`src/rtl/dmem_arbiter.sv`:
```
`timescale 1ns/1ps
`default_nettype none
// +--------------------------------------------------------------------------+
// | dmem_arbiter: round-robin cpu/dbg arbiter onto the memory and IO buses   |
// | Rev 1.0                                                                  |
// +--------------------------------------------------------------------------+
module dmem_arbiter #(
  parameter int          TIMEOUT   = 16,
  parameter logic [7:0]  IO_PREFIX = 8'hFF,
  parameter logic [31:0] ERR_DATA  = 32'h0000_0000
) (
  input  logic        clk,
  input  logic        reset_n,
  input  logic        cpu_req,
  input  logic        cpu_we,
  input  logic [31:0] cpu_addr,
  input  logic [31:0] cpu_wdata,
  output logic [31:0] cpu_rdata,
  output logic        cpu_ack,
  output logic        cpu_err,
  output logic        cpu_stall,
  input  logic        dbg_req,
  input  logic        dbg_we,
  input  logic [31:0] dbg_addr,
  input  logic [31:0] dbg_wdata,
  output logic [31:0] dbg_rdata,
  output logic        dbg_ack,
  output logic        dbg_err,
  output logic        mem_req,
  output logic        mem_we,
  output logic [31:0] mem_addr,
  output logic [31:0] mem_wdata,
  input  logic [31:0] mem_rdata,
  input  logic        mem_ready,
  output logic        io_en,
  output logic        io_we,
  output logic [31:0] io_addr,
  output logic [31:0] io_wdata,
  input  logic [31:0] io_rdata
);

  localparam logic [7:0] c_CNT_LAST = 8'(TIMEOUT - 1);

  typedef enum logic [1:0] {
    S_IDLE = 2'd0,
    S_MEM  = 2'd1,
    S_IO   = 2'd2,
    S_RESP = 2'd3
  } state_t;

  state_t      r_state;
  state_t      w_state_nxt;
  logic        r_owner_dbg;
  logic        r_last_dbg;
  logic        r_we;
  logic [31:0] r_addr;
  logic [31:0] r_wdata;
  logic [7:0]  r_cnt;
  logic [31:0] r_cpu_rdata;
  logic [31:0] r_dbg_rdata;
  logic        r_cpu_err;
  logic        r_dbg_err;

  logic        w_grant;
  logic        w_grant_dbg;
  logic        w_sel_we;
  logic [31:0] w_sel_addr;
  logic [31:0] w_sel_wdata;
  logic        w_done;
  logic        w_done_err;
  logic [31:0] w_done_data;

  always_comb begin
    w_state_nxt = r_state;
    w_grant     = 1'b0;
    w_grant_dbg = 1'b0;
    w_sel_we    = cpu_we;
    w_sel_addr  = cpu_addr;
    w_sel_wdata = cpu_wdata;
    w_done      = 1'b0;
    w_done_err  = 1'b0;
    w_done_data = '0;
    case (r_state)
      S_IDLE: begin
        // On a tie the requester that did not win last time is served.
        if (cpu_req && dbg_req) begin
          w_grant_dbg = ~r_last_dbg;
        end else begin
          w_grant_dbg = dbg_req;
        end
        w_grant = cpu_req | dbg_req;
        if (w_grant_dbg) begin
          w_sel_we    = dbg_we;
          w_sel_addr  = dbg_addr;
          w_sel_wdata = dbg_wdata;
        end
        if (w_grant) begin
          w_state_nxt = (w_sel_addr[31:24] == IO_PREFIX) ? S_IO : S_MEM;
        end
      end
      S_MEM: begin
        // A ready arriving on the last allowed cycle still completes cleanly.
        if (mem_ready) begin
          w_state_nxt = S_RESP;
          w_done      = 1'b1;
          w_done_data = r_we ? 32'h0 : mem_rdata;
        end else if (r_cnt == c_CNT_LAST) begin
          w_state_nxt = S_RESP;
          w_done      = 1'b1;
          w_done_err  = 1'b1;
          w_done_data = ERR_DATA;
        end
      end
      S_IO: begin
        w_state_nxt = S_RESP;
        w_done      = 1'b1;
        w_done_data = r_we ? 32'h0 : io_rdata;
      end
      S_RESP: begin
        w_state_nxt = S_IDLE;
      end
      default: begin
        w_state_nxt = S_IDLE;
      end
    endcase
  end

  always_ff @(posedge clk or negedge reset_n) begin
    if (!reset_n) begin
      r_state     <= S_IDLE;
      r_owner_dbg <= 1'b0;
      r_last_dbg  <= 1'b1;
      r_we        <= 1'b0;
      r_addr      <= '0;
      r_wdata     <= '0;
      r_cnt       <= '0;
      r_cpu_rdata <= '0;
      r_dbg_rdata <= '0;
      r_cpu_err   <= 1'b0;
      r_dbg_err   <= 1'b0;
    end else begin
      r_state <= w_state_nxt;
      if (w_grant) begin
        r_owner_dbg <= w_grant_dbg;
        r_last_dbg  <= w_grant_dbg;
        r_we        <= w_sel_we;
        r_addr      <= w_sel_addr;
        r_wdata     <= w_sel_wdata;
      end
      if (r_state == S_MEM) begin
        r_cnt <= r_cnt + 8'd1;
      end else begin
        r_cnt <= '0;
      end
      // Each requester keeps its own response so it holds until its next ack.
      if (w_done) begin
        if (r_owner_dbg) begin
          r_dbg_rdata <= w_done_data;
          r_dbg_err   <= w_done_err;
        end else begin
          r_cpu_rdata <= w_done_data;
          r_cpu_err   <= w_done_err;
        end
      end
    end
  end

  assign mem_req   = (r_state == S_MEM);
  assign mem_we    = r_we;
  assign mem_addr  = r_addr;
  assign mem_wdata = r_wdata;
  assign io_en     = (r_state == S_IO);
  assign io_we     = r_we;
  assign io_addr   = r_addr;
  assign io_wdata  = r_wdata;

  assign cpu_ack   = (r_state == S_RESP) & ~r_owner_dbg;
  assign dbg_ack   = (r_state == S_RESP) &  r_owner_dbg;
  assign cpu_rdata = r_cpu_rdata;
  assign dbg_rdata = r_dbg_rdata;
  assign cpu_err   = r_cpu_err;
  assign dbg_err   = r_dbg_err;
  assign cpu_stall = cpu_req & ~cpu_ack;

endmodule
`default_nettype wire

```
`config.mk`:
```
export PLATFORM = sky130hd
export DESIGN_NAME = dmem_arbiter
export DESIGN_NICKNAME = d
export VERILOG_FILES = /design/src/rtl/dmem_arbiter.sv
export SDC_FILE = /design/constraint.sdc
export NUM_CORES = 1
export LEC_CHECK = 0
export ABC_AREA = 1
export ABC_CLOCK_PERIOD_IN_PS = 3300
export BUFFER_PORTS_ARGS = -buffer_cell sky130_fd_sc_hd__buf_4
export CORE_AREA = 2 2 154 156
export CTS_BUF_LIST = sky130_fd_sc_hd__clkbuf_16
export CTS_CLUSTER_DIAMETER = 150
export DETAILED_ROUTE_END_ITERATION = 10
export DIE_AREA = 0 0 156 158
export MAX_ROUTING_LAYER = met4
export PLACE_DENSITY = 0.61
export SYNTH_ARGS = -nofsm -noshare
export SYNTH_HDL_FRONTEND = slang
export SYNTH_SLANG_ARGS = --single-unit
```
`constraint.sdc`:
```
create_clock -name clk -period 3.3 [get_ports clk]
set_clock_uncertainty 0.1 [all_clocks]
set_input_delay 0.33 -clock clk [delete_from_list [all_inputs] [get_ports clk]]
set_output_delay 0.33 -clock clk [all_outputs]
set_load 0.01 [all_outputs]
```
# Word level (Yosys, flattened, before mapping)
# Index checks and enable logic that the tools add are counted.
# classes
reduce_logical	5
mul	0
order_cmp	0
shift	0
n_eq_ne	7
bitwise_logic	7
n_addsub	1
div_mod_pow	0
n_mux	26
# ops
op	count
$mux W32	8
$pmux W32 S2	1
$mux W1	10
$add A8 B1 Y8 const B	1
$eq A8 B4 Y1 const B	1
$eq A8 B8 Y1 const B	1
$mux W2	4
$mux W8	1
$pmux W2 S4	1
$reduce_and A2 Y1	3
$eq A2 B2 Y1 const B	2
$and A1 B1 Y1	3
$ne A3 B1 Y1 const B	1
$not A1 Y1	3
$eq A2 B1 Y1 const B	1
$logic_not A2 Y1	1
$ne A2 B2 Y1 const B	1
$pmux W1 S2	1
$logic_and A1 B1 Y1	1
$or A1 B1 Y1	1
# totals
latchBits	0
register_bits	143
mem_count	0
ram_bits	0
romBits	0
wordCells	57
output_inout_bits	201
inputBits	199

# Logic depth before layout (Yosys ltp)
# depth
word_depth	9
ltp_mapped	9
mapped_depth_nobuf	9

# Worst setup path before layout
# OpenSTA, ideal clock, no wires.
# synth_path
path_kind	register to register
from	register r_state[1]
to	register r_cpu_rdata[23] (netlist: cpu_rdata[23])
stages_incl_launch_ff	9
setup_slack_ns	1.603
t_arrival_ns	1.530
path_buffers	2
t_required_ns	3.134
path_cell_list	dfrtp_1 -> inv_1 -> ha_1 -> buf_2 -> clkbuf_1 -> nand3_1 -> a21oi_1 -> nand4_1 -> nand2_1
# synth_via
elab_chain_len	3
word_cells_on_any_way	5
cone_classes	eq/ne (2); mux (2); reduce/logical (1)
# synth_rtl
element	line	rtl
start: declaration	51	state_t r_state;
start signal: assignment	142	r_state <= w_state_nxt;
$eq A2 B1 Y1 (*)	--	
via mem_req	29	output logic mem_req,
$pmux W1 S2	83	case (r_state)
$reduce_and A2 Y1 (no source line)	--	
end signal: assignment	161	r_cpu_rdata <= w_done_data;
end: declaration	59	logic [31:0] r_cpu_rdata;
# The timed path passes the listed nets; every way through them passes the cells marked *.
# A chain may end at the register's enable or synchronous reset.

# Worst setup path after layout
# layout_path
from	register r_state[0]
to	register r_addr[6] (netlist: io_addr[6])
# layout_via
elab_chain_len	2
word_cells_on_any_way	3
cone_classes	mux (2); reduce/logical (1)
# layout_rtl
element	line	rtl
$logic_not A2 Y1 (*)	83	
$mux W32 / $mux W1 (equally long branches)	83	
end signal: assignment	147	r_addr <= w_sel_addr;
end: declaration	56	logic [31:0] r_addr;
# Every way passes the cells marked *; elsewhere a longest branch is shown, timed or not.

==> flow_metrics.tcl <==
set metrics [dict create \
    cp_data_required_time_ps 3540 \
    hold_path_depth 3 \
    hpwl_mm 18.72 \
    slew-limit-headroom_pct 44.62 \
    setup.reg_to_reg.worst_slack_ps 720 \
    fin_crit_sh_pct 78.28 \
    globalRouteMet2Util_pct 34.26 \
    timing.critical_path.max_delay_family "buffers and inverters" \
    synth_sequential_area_ratio_pct 47.17 \
    min-delay-start "dbg_wdata[23]" \
    power.switching_uw 4327 \
    r2r_cells 9 \
    max_freq_ghz 0.3871 \
    hold_path_end "io_wdata[23]" \
    crit_buf_inv 4 \
    floorplan.die.height_um 158 \
    ys_seq_elements 143 \
    clock_sink_count 143 \
    worst_hold_path_type "in2reg" \
    grt_setup_unrepaired "false" \
    wire_per_inst_um 16.08 \
    setup_viol 0 \
    cts.reportedPaths.clkPinSlew_ps 60 \
    worst-slew-pin-transition_ps 830.7 \
    run_status "finished clean" \
    fin_cells 1582 \
    final-max-slew-violation-count 0 \
    tritoncts "yes" \
    final_hold_viol_count 0 \
    detail_route.wirelength_mm 25.43 \
    p_leak_uw 0.006021 \
    synthToLayoutAreaGrowth_pct 43.15 \
    synth_cell_types 24 \
    synth.avg_cell_area_um2 7.728 \
    dp_cells 1550 \
    cell_internal_pwr_uw 5817 \
    cts.htree.levels 4 \
    most_frequent_cells_in_the_layout "411 x buf_4, 310 x nand2_1, 142 x dfrtp_1" \
    synth_area_leaders "dfrtp_1 47%, nand2_1 15%, buf_4 6.5%, a21oi_1 6.5%, nand4_1 5.4%" \
    critical_path.max_fanout 59 \
    worst_vdd_drop_mv 0.5768 \
    die_width_um 156 \
    layout_commonest_cell "buf_4" \
    grt_busiest_layer "met2" \
    drt-initial-drc-count 425 \
    timing.critical_path.cells "inv_1 > ha_2 > inv_1 > a21oi_4 > clkinv_2 > buf_12 > a21oi_1 > o21ai_0 > nand2_1" \
    diodes 0 \
    grt-ovfl-total 0 \
    share_comb_of_total_power_pct 49.8 \
    yosys.area.top_type_share_pct 46.83 \
    global_route.usage.met1_pct 24.56 \
    fraction_of_layout_cells_with_a_size_suffix_above_1_pct 35.14 \
    cts-root-to-sink-buffers 2 \
    gp_routability_congestion 0.8341 \
    postRouteAntennaNets 0 \
    cap_viol_max_count 0 \
    worstSkewPairLatency_ps 410 \
    io_pins 400 \
    power.sequential.fraction_pct 30.5 \
    route.detailed.vias_per_inst 4.746 \
    final.min_clock_period_ps 2583 \
    netlist_instances 982 \
    synth.net_count 1186 \
    path_class "reg2reg" \
    cts_buffers 17 \
    ys.warnings.count 0 \
    floorplan.die_area_um2 24650 \
    grt_use_total_pct 20.44 \
    grt_start_max_net_pins 90 \
    startpoint_type "flip-flop" \
    clock_tree.root_cell "clkbuf_16" \
    end_kind "flip-flop" \
    route.detailed.drc 0 \
    row_count 56 \
    power.switching_fraction_pct 42.65 \
    timing.rr.start "r_state[0]" \
    cp_data_arrival_time_ps 2830 \
    crit-reg2reg-capture "io_addr[6]" \
    grt_pass1_vias 6960 \
    critPathSlowestCell "clkinv_2" \
    design.core.area_um2 23050 \
    portBuffers 399 \
    routed-via-count 7508 \
    mapped_area_um2 7589 \
    netlist.top_cell.by_area "dfrtp_1" \
    setup-tns-final_ps 0 \
    detail_route.first_pass.iterations 5 \
    initial_antenna_violation_count 0 \
    post_cts_sizing_count 0 \
    nNetsFinal 1484 \
    grt.met3_usage_pct 5.749 \
    grt_first_pass_wirelength_mm 37.96 \
    power_density_nw_per_um2 933.8 \
    cp_common_cell "inv_1" \
    critical_path.max_stage_delay_ps 490 \
    floorplan.initialDensity_pct 32.92 \
    clkPwrFrac_pct 19.7 \
]
-- what timing repair did --
action | in CTS | in global routing
endpoints found under the hold margin | 85 | 0
hold buffers | 1 | 0
setup buffers | 0 | 0
-- power by group through the flow --
| stage | Combinational, uW | Clock (uW) | Sequential [uW] |
|---|---|---|---|
| after global routing | 5570 | 2120 | 3190 |
| final | 5050 | 2000 | 3090 |
| after CTS | 5110 | 2050 | 3110 |
| after global placement | 5050 | 0 | 3120 |
| after detailed placement | 5110 | 0 | 3130 |
| after floorplan | 2910 | 0 | 3230 |
-- stage by stage --
step                      hold WS, ps  area, um^2  setup WS, ps  total power (uW)  utilization (%)
after global placement          351.7       10250         771.9              8170            44.47
after detailed placement        355.3       10250         706.8              8232            44.47
after floorplan                -65.59        7589          1603              6144                -
after CTS                       16.01       10860         698.6             10270            47.12
final                           32.55       10860         716.8             10140            47.12
after global routing            25.45       10860         439.2             10880            47.12
-- worst max-delay path by stage --
stage / from / endpoint / slack [ps] / cells after the start
5_1_grt: r_state[0] / io_addr[6] / 440 / 9
4_1_cts: r_state[0] / io_addr[6] / 700 / 9
2_1_floorplan: r_state[1] / cpu_rdata[23] / 1600 / 8
3_5_place_dp: r_state[0] / io_wdata[9] / 710 / 9
3_3_place_gp: r_state[0] / io_wdata[25] / 770 / 9
6_report: r_state[0] / io_addr[6] / 720 / 9
-- Yosys cell counts --
library cell / number
a21oi_1: 98
a21oi_4: 1
a31oi_1: 6
buf_1: 4
buf_2: 28
buf_4: 66
buf_6: 4
buf_8: 1
clkbuf_1: 32
clkinv_1: 1
dfrtp_1: 142
dfstp_2: 1
ha_1: 5
inv_1: 72
inv_2: 3
nand2_1: 310
nand2_2: 2
nand2_4: 1
nand3_1: 42
nand3_2: 4
nand4_1: 66
nor2_1: 24
o21ai_0: 60
o21ai_1: 9
-- flip-flops by register name, indices dropped and copies added (netlist names) --
| signal | cells |
|---|---|
| r_last_dbg | 1 |
| io_we | 1 |
| cpu_rdata | 32 |
| io_addr | 32 |
| cpu_err | 1 |
| dbg_rdata | 32 |
| r_owner_dbg | 1 |
| r_cnt | 8 |
| io_wdata | 32 |
| r_state | 2 |
| dbg_err | 1 |
-- tightest hold or removal path: cells and delay by family --
kind,cells,cell delay (ps)
buffers and inverters,1,80
AOI/OAI and AO/OA,1,60
and+or+nand+nor,1,50
-- area by class of cell --
class                           count  area, um^2
Tap cell                          290       362.8
Clock inverter                     14       176.4
Timing Repair Buffer              414        3127
Inverter                           76       286.5
Multi-Input combinational cell    628        2905
Clock buffer                       17       425.4
Fill cell                        2328       12190
Sequential cell                   143        3580
-- logic make-up after synthesis --
logic type                 after synthesis  share of synthesized area [%]
buffers and inverters                  211                          14.71
DFF                                    143                          47.17
AOI/OAI and AO/OA                      174                          11.72
and+or+nand+nor                        449                          25.57
adders and majority gates                5                         0.8244
-- layer usage --
metal | vias up | wire length [um]
li1 | 3734 | -
met3 | 10 | 2025
met1 | 3490 | 10650
met2 | 274 | 12600
met4 | 0 | 157
met5 | - | 0
Note: power is estimated with default switching activity, not from simulation.
